## src/rtl/alu_sequencer.sv

```systemverilog
// alu_sequencer: command sequencer around an external combinational 8-bit ALU
// Ports: clk/rst_n (async active-low); cmd_* command handshake and fields;
//        alu_a/alu_b/alu_op drive the ALU, alu_y/alu_c/v/n/z return its result;
//        rsp_* response handshake with data and {C,V,N,Z} flags; busy when not idle.
module alu_sequencer #(
  parameter logic [2:0] ADD_OP = 3'b000
) (
  input  logic       clk,
  input  logic       rst_n,
  input  logic       cmd_valid,
  output logic       cmd_ready,
  input  logic [1:0] cmd_mode,
  input  logic [2:0] cmd_op,
  input  logic [1:0] cmd_dst,
  input  logic [1:0] cmd_srca,
  input  logic [1:0] cmd_srcb,
  input  logic [7:0] cmd_imm,
  output logic [7:0] alu_a,
  output logic [7:0] alu_b,
  output logic [2:0] alu_op,
  input  logic [7:0] alu_y,
  input  logic       alu_c,
  input  logic       alu_v,
  input  logic       alu_n,
  input  logic       alu_z,
  output logic       rsp_valid,
  input  logic       rsp_ready,
  output logic [7:0] rsp_data,
  output logic [3:0] rsp_flags,
  output logic       busy
);
  localparam logic [1:0] M_ALU = 2'b00, M_LOAD = 2'b01, M_MUL = 2'b10;
  typedef enum logic [1:0] {IDLE, EXEC, MUL, RESP} state_t;
  state_t state, state_nx;
  logic [7:0] regs [4];
  logic [3:0] flags;
  logic [1:0] mode, dst;
  logic [2:0] op, step;
  logic [7:0] opa, opb, imm, acc, acc_nx;
  logic       csticky, cst_nx, take;
  logic [3:0] mul_flags;
  // opa/opb are captured at accept, so sources always see pre-write values
  assign take      = opb[step];
  assign acc_nx    = take ? alu_y : acc;
  assign cst_nx    = csticky | (take & alu_c);
  assign mul_flags = {cst_nx, 1'b0, acc_nx[7], acc_nx == 8'd0};
  assign cmd_ready = state == IDLE;
  assign rsp_valid = state == RESP;
  assign busy      = state != IDLE;
  always_ff @(posedge clk or negedge rst_n)
    if (!rst_n) state <= IDLE;
    else state <= state_nx;
  always_comb begin
    state_nx = state;
    alu_a    = 8'd0;
    alu_b    = 8'd0;
    alu_op   = 3'b000;
    case (state)
      IDLE: if (cmd_valid) state_nx = cmd_mode == M_MUL ? MUL : EXEC;
      EXEC: begin
        state_nx = RESP;
        if (mode == M_ALU) begin
          alu_a  = opa;
          alu_b  = opb;
          alu_op = op;
        end
      end
      MUL: begin
        alu_a    = acc;
        alu_b    = opa << step;
        alu_op   = ADD_OP;
        state_nx = step == 3'd7 ? RESP : MUL;
      end
      default: if (rsp_ready) state_nx = IDLE;
    endcase
  end
  always_ff @(posedge clk or negedge rst_n)
    if (!rst_n) begin
      regs      <= '{default: 8'd0};
      flags     <= 4'd0;
      mode      <= 2'd0;
      dst       <= 2'd0;
      op        <= 3'd0;
      step      <= 3'd0;
      opa       <= 8'd0;
      opb       <= 8'd0;
      imm       <= 8'd0;
      acc       <= 8'd0;
      csticky   <= 1'b0;
      rsp_data  <= 8'd0;
      rsp_flags <= 4'd0;
    end else
      case (state)
        IDLE: if (cmd_valid) begin
          mode    <= cmd_mode;
          op      <= cmd_op;
          dst     <= cmd_dst;
          imm     <= cmd_imm;
          opa     <= regs[cmd_srca];
          opb     <= regs[cmd_srcb];
          acc     <= 8'd0;
          csticky <= 1'b0;
          step    <= 3'd0;
        end
        EXEC: begin
          rsp_data  <= mode == M_ALU ? alu_y : mode == M_LOAD ? imm : opa;
          rsp_flags <= mode == M_ALU ? {alu_c, alu_v, alu_n, alu_z} : flags;
          if (mode == M_ALU) begin
            regs[dst] <= alu_y;
            flags     <= {alu_c, alu_v, alu_n, alu_z};
          end
          if (mode == M_LOAD) regs[dst] <= imm;
        end
        MUL: begin
          acc     <= acc_nx;
          csticky <= cst_nx;
          step    <= step + 3'd1;
          if (step == 3'd7) begin
            regs[dst] <= acc_nx;
            flags     <= mul_flags;
            rsp_data  <= acc_nx;
            rsp_flags <= mul_flags;
          end
        end
        default: ;
      endcase
endmodule
```

## config.mk

```make
export PLATFORM = sky130hd
export DESIGN_NAME = alu_sequencer
export DESIGN_NICKNAME = d
export VERILOG_FILES = /design/src/rtl/alu_sequencer.sv
export SDC_FILE = /design/constraint.sdc
export NUM_CORES = 1
export LEC_CHECK = 0
export ABC_AREA = 1
export CAP_MARGIN = 30
export CELL_PAD_IN_SITES_DETAIL_PLACEMENT = 1
export CELL_PAD_IN_SITES_GLOBAL_PLACEMENT = 2
export CORE_AREA = 2 2 137 139
export CTS_CLUSTER_SIZE = 12
export DETAILED_ROUTE_END_ITERATION = 12
export DIE_AREA = 0 0 139 141
export GPL_TIMING_DRIVEN = 0
export PLACE_DENSITY_LB_ADDON = 0.1
export RECOVER_POWER = 25
export SYNTH_ARGS = -nofsm -noshare
export SYNTH_HDL_FRONTEND = slang
export SYNTH_SLANG_ARGS = --single-unit
```

## constraint.sdc

```tcl
create_clock -name clk -period 2.4 [get_ports clk]
set_clock_uncertainty 0.15 [all_clocks]
set_input_delay 0.72 -clock clk [delete_from_list [all_inputs] [get_ports clk]]
set_output_delay 0.72 -clock clk [all_outputs]
set_load 0.01 [all_outputs]
```

==> impl_metrics.ini, run 1 <==
[global_routing]
antenna_found_initial = 0
grt_max_degree = 60
grt_pass1_vias = 6469
grt_pass1_wl_mm = 38.8
overflow = 0
track_usage_pct = 26.0

[worst_setup_path]
cp_top_family = buffers and inverters
crit_buf_inv = 5
path_max_fanout = 3
rr_startpoint = step[2]
critPathCaptureType = output pin
worst_path_max_delay_cell = dfrtp_1
crit_top_cell = buf_6
max_stage_delay_ns = 0.40
rr_endpoint = regs[7]
cp_cell_sequence = buf_4 > buf_6 > ha_4 > buf_6 > nand2_4 > inv_4 > a221oi_2 > nor2_1 > buf_2
critical_path_class = reg -> out
required_ns = 1.53
cp-start-kind = flip-flop
ff2ff_path_depth = 9
worst_ep_arrival_time_ns = 1.91
rrSetupSlack_ns = 0.04

[finish]
fill_cells = 2245
diodes = 0
seqCellArea_sq_um = 2230
final_nets = 949
multi_input_area_sq_um = 3260
drive_gt1_share_pct = 20.9
layout_common_cells = 176 x nand2_1, 87 x dfrtp_1, 75 x inv_1, 62 x o21ai_0, 60 x nor2_1
layout_commonest_cell = nand2_1
area_delta_synth_final_pct = 32.5

[routing]
wl_met3_mm = 1.13
wl_met1_mm = 11.8
routed_via_density = 5.55
drt-initial-drc-count = 447
drc = 0
antenna_left = 0
dr.pass1.iters = 5
vias = 6366
wl_per_cell_um = 22.4
met2WireLength_mm = 11.7
top_layer = met4
drt_wl_total_mm = 25.7

[cts]
cts_buffers = 9
clockRootBuffer = clkbuf_16
htree_levels = 3
clock-sinks = 89
hold_buffers = 0
insertion_delay_ns = 0.35
clk_pin_slew_ns = 0.07
tritoncts = yes
cts_buffer_depth = 2

[run_status]
violations = negative setup slack
status = finished, violations left

[power]
p_per_area_nw_per_um2 = 1580
p_total_mw = 12.0
ir_drop_mv = 0.771
leakage_nw = 3.24

[placement]
hpwlAfterDp_mm = 18.8
pre_cts_slack_ns = -1.09
port_buffers = 66
place_congestion = 0.952

[timing]
worst_pin_slew_ns = 0.895
max_slew_margin_pct = 40.3
setup_tns_ns = -5.28
setup_viol = 19
fin_ws_ns = -0.384
maxSlewViolCount = 0
period_share_pct = 116
min_period_ns = 2.78
hold_viol = 0
whs_ns = 0.284
rsz0062_at_grt = yes
fmaxAchievable_mhz = 359

[hold_path]
hp-class = in -> async

[logic_synthesis]
synth_area_per_cell_sq_um = 7.21
syn_inst = 796
netlist_area_sq_um = 5740
ys_ff_latch = 89
yosysSeqAreaShare_pct = 38.8
synth_nets = 837
yosysWarningCount = 0
ys_types = 30

[die]
initial_core_util_pct = 31.4
die_h_um = 141
placementRows = 50
die-area_sq_um = 19600
io_pins = 69
die_x_um = 139
core_area_sq_um = 18300

[job]
cap_violations = 0
-- cells by family (layout without fill, tap and decap cells) --
logic type	Yosys count	in the layout	share of synthesized area, %
flops	89	89	38.8
simple gates	291	291	21.2
fa+ha+maj	6	6	1.31
buf+inv	133	250	9.55
compound gates	277	277	29.1
-- worst max path at each step --
stage	from	to	slack, ns	cells past startpoint
final	state[1]	alu_b[5]	-0.38	9
after CTS	mode[1]	alu_a[1]	-0.41	8
after global routing	state[1]	alu_b[5]	-0.45	9
after global placement	rst_n	op[0]	-3.24	1
after detailed placement	mode[1]	alu_a[6]	-1.09	7
after floorplan	mode[1]	alu_b[3]	0.006	6
-- synthesized netlist by cell type (all sizes together) --
| master | count | area share [%] |
|---|---|---|
| nand2 | 189 | 13 |
| inv | 92 | 6.1 |
| dfrtp | 89 | 39 |
| nor2 | 83 | 6.8 |
| o21ai | 81 | 7.3 |
| a21oi | 69 | 6.2 |
| o211ai | 56 | 7.3 |
| a31oi | 47 | 5.1 |
| clkbuf | 25 | 1.6 |
| nand3 | 17 | 1.7 |
| buf | 16 | 1.9 |
| o22ai | 12 | 1.3 |
| o221ai | 7 | 1.1 |
| ha | 6 | 1.3 |
| o22a | 3 | 0.46 |
| a221oi | 1 | 0.15 |
| a22oi | 1 | 0.13 |
| nor3 | 1 | 0.087 |
| or2 | 1 | 0.11 |
-- worst reg2reg max path, stage by stage (launching register included) --
cell and delay (ns):
dfrtp_1 0.59, ha_2 0.33, nand2_2 0.13, nand2_2 0.12, o21ai_4 0.15, buf_4 0.20
a21oi_4 0.17, clkbuf_4 0.24, nor2_1 0.06, a31oi_1 0.14
-- cell type report --
cell class | instances | area share (%)
repair buffers | 103 | 11.5
multi-input cells | 574 | 42.9
plain buffers | 39 | 3.21
clock buffers | 10 | 3.14
inverters | 92 | 4.84
flip-flops and latches | 89 | 29.3
well taps | 234 | 3.85
clock inverters | 6 | 1.18
-- per-stage QoR --
step                std cells  utilization [%]  area [sq um]
finish                   1147             41.6          7600
detailed placement       1097             36.8          6720
floorplan                 796                -          5740
global route             1147             41.6          7600
global placement         1096             36.6          6690
CTS                      1136             40.5          7390
-- where the power goes --
| group | switching (mW) | total (mW) | internal [mW] |
|---|---|---|---|
| Sequential | 0.805 | 3.01 | 2.20 |
| Combinational | 4.63 | 7.42 | 2.79 |
| Clock | 0.664 | 1.61 | 0.946 |
| Total | 6.10 | 12.0 | 5.94 |
-- metal layers --
layer / GRT usage, % / vias to the layer above
li1: - / 2948
met1: 36.0 / 3149
met2: 41.1 / 215
met3: 3.02 / 54
met4: 11.7 / 0
met5: 0 / -
-- what timing repair did --
action                                  4_1_cts  5_1_grt
gates resized for setup                     153       56
pin swaps                                    11       12
setup buffers                                23       13
endpoints found under the hold margin         0        0
endpoints found under the setup margin       42       70
cloned                                        0        1
-- registers in the layout, summed over array words and instances (netlist names), 4 cells and up --
signal,count
flags,4
imm,8
regs,32
rsp_data,8
opa,8
opb,8
acc,8
No activity file was read; power rests on OpenSTA's default activity.
==> run 2, diff against run 1 <==
- CELL_PAD_IN_SITES_DETAIL_PLACEMENT: 1 -> default
- CELL_PAD_IN_SITES_GLOBAL_PLACEMENT: 2 -> default
- CORE_AREA: 2 2 137 139 -> 2 2 116 118
- DIE_AREA: 0 0 139 141 -> 0 0 118 120
- PLACE_DENSITY: default -> 0.66
- PLACE_DENSITY_LB_ADDON: 0.1 -> default
==> run 2 against run 1 <==
Against the previous run: the flow still finishes with violations (negative setup slack); via count shrank 1.7%; maximum frequency grew 2.4%; sequential power is 2% higher; critical endpoint is now alu_b[7].
==> impl_metrics.ini, run 2 (synthesis gave the netlist of run 1 again) <==
[worst_setup_path]
crit_top_cell = nor2_4
path_max_fanout = 4
cp_cell_sequence = nor2_4 > clkinvlp_4 > nor2_4 > inv_2 > o211ai_1 > nand2_1 > inv_1 > buf_2
worst_ep_arrival_time_ns = 1.85
critical_path_class = reg -> out
cp-start-kind = flip-flop
required_ns = 1.53
max_stage_delay_ns = 0.43
worst_path_max_delay_cell = dfrtp_2
critPathCaptureType = output pin

[die]
die-area_sq_um = 14200
core_area_sq_um = 13000
io_pins = 69
die_h_um = 120
placementRows = 42
initial_core_util_pct = 44.2
die_x_um = 118

[timing]
min_period_ns = 2.72
fmaxAchievable_mhz = 368
setup_tns_ns = -4.54
period_share_pct = 113
max_slew_margin_pct = 40.3
hold_viol = 0
worst_pin_slew_ns = 0.896
setup_viol = 19
fin_ws_ns = -0.317
rsz0062_at_grt = yes
maxSlewViolCount = 0

[placement]
hpwlAfterDp_mm = 16.3
place_congestion = 0.939
dpl_cell_area_sq_um = 6640
port_buffers = 66
pre_cts_slack_ns = -0.990

[global_routing]
track_usage_pct = 31.6
grt_pass1_vias = 5759
grt_pass1_wl_mm = 33.8
grt_max_degree = 56
overflow = 0
antenna_found_initial = 0

[routing]
drt-initial-drc-count = 581
top_layer = met4
vias = 6259
wl_per_cell_um = 20.6
drt_wl_total_mm = 22.2
routed_via_density = 5.81
drc = 0
antenna_left = 0
dr.pass1.iters = 5
wl_met1_mm = 9.85
met2WireLength_mm = 9.89
wl_met3_mm = 1.76

[job]
cap_violations = 0

[cts]
clock-sinks = 89
clockRootBuffer = clkbuf_16
tritoncts = yes
clk_pin_slew_ns = 0.07
cts_buffer_depth = 2
hold_buffers = 0
cts_buffers = 9
insertion_delay_ns = 0.36
htree_levels = 3

[finish]
fin_util_pct = 56.8
final_nets = 937
area_delta_synth_final_pct = 28.6
layout_commonest_cell = nand2_1
design_area_sq_um = 7380
largest_reg_flops = 32
diodes = 0
layout_common_cells = 171 x nand2_1, 84 x dfrtp_1, 76 x inv_1, 64 x nor2_1, 61 x o21ai_0
drive_gt1_share_pct = 19.1
fill_cells = 1275
regMostFlops = regs

[power]
ir_drop_mv = 0.660
p_per_area_nw_per_um2 = 1550
leakage_nw = 3.18
p_total_mw = 11.4

[run_status]
status = finished, violations left
violations = negative setup slack

[hold_path]
hp-class = in -> async
-- run 2: cell count changes in the layout (fill, tap and decap cells not counted), moves of 3 or more --
cell,previous run,this run
buf_4,29,20
buf_6,14,11
nor2_1,60,64
nand2_1,176,171
inv_4,4,1
dfrtp_1,87,84
nand2_2,11,16
a21oi_2,13,10
dfrtp_2,2,5
a21oi_1,52,55
-- run 2: routing by layer --
layer  vias up  GRT usage (%)
li1       2937              -
met1      2997           44.4
met2       287           48.4
met3        38           6.27
met4         0           11.9
met5         -              0
-- run 2: layout make-up --
class	count	area [sq um]	share of cell area (%)
clock buffers	11	253	3.43
plain buffers	41	284	3.85
flip-flops and latches	89	2230	30.3
well taps	176	220	2.99
clock inverters	5	86.3	1.17
repair buffers	89	741	10.0
inverters	92	360	4.88
multi-input cells	574	3200	43.4
-- run 2: worst paths after layout --
kind	endpoint	slack, ns	from	depth (start not counted)
setup / recovery	alu_b[7]	-0.32	mode[1]	8
hold / removal	regs[13]	0.31	rst_n	1
setup reg to reg	regs[6]	0.08	step[0]	12
hold reg to reg	op[2]	0.33	op[2]	2
max in group asynchronous	state[0]	0.34	rst_n	2
min in group clk	op[2]	0.33	op[2]	2
-- run 2: power by group --
group,switching [mW],internal [mW],total (mW)
sequential,0.859,2.21,3.07
clock,0.659,0.977,1.64
combinational,4.18,2.57,6.74
total,5.70,5.75,11.4
-- run 2: metrics by stage --
step	hold slack (ns)	instances
after detailed placement	0.315	1039
after floorplan	0.274	796
after global placement	0.317	1038
after global routing	0.348	1077
after CTS	0.189	1069
final	0.311	1077
-- run 2: worst max-delay path, delay by kind of cell, from the launching register on --
kind / cells / cell delay, ns
AND/OR/NAND/NOR: 3 / 0.45
flip-flops: 1 / 0.43
buffers and inverters: 4 / 0.40
AO/OA/AOI/OAI: 1 / 0.21
-- run 2: timing repair --
| action | CTS | global route |
|---|---|---|
| pin swaps | 14 | 4 |
| gates cloned | 1 | 0 |
| setup buffers | 13 | 8 |
| endpoints found under the hold margin | 0 | 0 |
| endpoints found under the setup margin | 24 | 62 |
| resized for setup | 149 | 44 |
==> patch, RTL diff (config.mk and constraints of run 2) <==
The 4 states of `state_t` get a one-hot encoding in 4 bits.
--- a/src/rtl/alu_sequencer.sv
+++ b/src/rtl/alu_sequencer.sv
@@ -30,7 +30,7 @@
   output logic       busy
 );
   localparam logic [1:0] M_ALU = 2'b00, M_LOAD = 2'b01, M_MUL = 2'b10;
-  typedef enum logic [1:0] {IDLE, EXEC, MUL, RESP} state_t;
+  typedef enum logic [3:0] {IDLE = 4'b0001, EXEC = 4'b0010, MUL = 4'b0100, RESP = 4'b1000} state_t;
   state_t state, state_nx;
   logic [7:0] regs [4];
   logic [3:0] flags;
Formal check against the unedited RTL: no difference found for any inputs over 4 cycles, from zero or initial values and one cycle with rst_n low; so few cycles prove little.
==> patch against run 2 <==
- the flow still finishes with violations (negative setup slack)
- sequential power decreased by 5%
- setup slack got worse by 0.040 ns
- non-clock buffer count increased by 2
- design area increased by 0.86%
- wire length decreased by 0.53%
- largest power group unchanged
- cell count unchanged
- sequential share of layout area increased by 0.36 points
- power decreased by 14%
- register-to-register slack improved by 0.08 ns
- area after synthesis increased by 0.81%
- sequential cell count increased by 2
- synthesized cell count unchanged
- combinational power decreased by 19%
==> patch: results (changes against run 2) <==
<table>
<tr><th>Metric</th><th>Value</th></tr>
<tr><th colspan="2">Outcome</th></tr>
<tr><td>Run status</td><td>finished, violations left</td></tr>
<tr><td>Failing checks</td><td>negative setup slack</td></tr>
<tr><th colspan="2">Global routing</th></tr>
<tr><td>GR Util met2</td><td>50.1% (+1.7 points)</td></tr>
<tr><td>Overall routing resource usage</td><td>31.6% (-0.082 points)</td></tr>
<tr><td>Routing usage on met3</td><td>5.99% (-0.29 points)</td></tr>
<tr><td>Maximum number of pins on one net before global-route repair</td><td>55 (-1.8%)</td></tr>
<tr><td>Vias in the first global route</td><td>5945 (+3.2%)</td></tr>
<tr><th colspan="2">Place</th></tr>
<tr><td>Routability cong.</td><td>0.956 (+1.8%)</td></tr>
<tr><td>Post-Place Worst Slack</td><td>-1.07 ns (-0.0827 ns)</td></tr>
<tr><th colspan="2">Critical path</th></tr>
<tr><td>Maximum cell stage delay along the critical path</td><td>0.37 ns (-0.06 ns)</td></tr>
<tr><td>Worst reg2reg startpoint</td><td>state[1]$_DFFE_PN0P_</td></tr>
<tr><td>Max Fanout on Critical Path</td><td>10 (+6)</td></tr>
<tr><td>Terminus of the critical flop-to-flop path</td><td>regs[29]$_DFFE_PN0P_</td></tr>
<tr><td>Top cell family by delay on the critical path</td><td>buffers and inverters</td></tr>
<tr><td>CP max-delay cell</td><td>dfrtp_1</td></tr>
<tr><th colspan="2">Yosys</th></tr>
<tr><td>Count of unique library cells instantiated by Yosys</td><td>36 (+20%)</td></tr>
<tr><td>Synthesized-area fraction occupied by ao, oa, aoi and oai cells</td><td>27.4% (-1.7 points)</td></tr>
<tr><td>Net Count, Synth</td><td>833 (-0.48%)</td></tr>
<tr><td>Top cells by instance count after synthesis</td><td>166 x nand2_1, 129 x o21ai_0, 90 x dfrtp_1</td></tr>
<tr><td>Leading cell types by total area after synthesis</td><td>dfrtp_1 39%, o21ai_0 11%, nand2_1 11%, inv_1 5.1%, nor2_1 5.1%</td></tr>
<tr><th colspan="2">Routing</th></tr>
<tr><td>Initial drt markers</td><td>723 (+24%)</td></tr>
<tr><td>Final routed wire length divided by cell count</td><td>20.5 µm (-0.53%)</td></tr>
<tr><td>Drt pass-1 iters</td><td>6 (+1)</td></tr>
<tr><td>Routed vias/inst</td><td>5.82 (about the same)</td></tr>
<tr><th colspan="2">Pwr</th></tr>
<tr><td>Maximum vdd ir drop</td><td>0.765 mV (+16%)</td></tr>
<tr><td>Leakage power</td><td>3.20 nW (+0.52%)</td></tr>
<tr><td>P_sw</td><td>4.76 mW (-16%)</td></tr>
<tr><th colspan="2">Final layout</th></tr>
<tr><td>Layout cells sized above 1</td><td>18.0% (-1.1 points)</td></tr>
<tr><th colspan="2">Clocking</th></tr>
<tr><td>Count of instances resized after the clock tree is built</td><td>118 (-21%)</td></tr>
<tr><th colspan="2">Timing</th></tr>
<tr><td>Setup TNS after final layout</td><td>-5.72 ns (-1.18 ns)</td></tr>
<tr><td>Setup violators final</td><td>20 (+1)</td></tr>
<tr><td>Final worst setup slack</td><td>-0.357 ns (-0.0398 ns)</td></tr>
</table>
## patch: cell type report
class	count	area (µm²)
sequential	91	2280
clock buffer	13	270
multi-input combinational	572	3150
clock inverter	3	43.8
inverter	90	348
timing repair buffer	92	841
tap	176	220
buffer	40	292
fill	1223	5540
## patch: power by group through the flow
stage	registers [mW]	logic, mW	clock network, mW
floorplan	2.63	3.58	0
global placement	2.88	4.99	0
detailed placement	2.90	5.08	0
CTS	2.88	5.28	1.53
global route	2.98	6.00	1.60
finish	2.92	5.46	1.51
## patch: metal layers
layer,share of wire [%],routed length [µm]
met1,43,9480
met2,46,10000
met3,9.0,1990
met4,2.5,543
met5,0,0
## patch: worst register-to-register path: stages (launching register included)
cell and delay (ns):
dfrtp_1 0.40, nor2_2 0.11, inv_2 0.06, nor3_4 0.23
buf_4 0.15, buf_4 0.09, buf_4 0.17, nand2_8 0.10
nand2_8 0.13, o21ai_2 0.07, inv_2 0.15, buf_6 0.17
nor2_1 0.05, a31oi_1 0.13
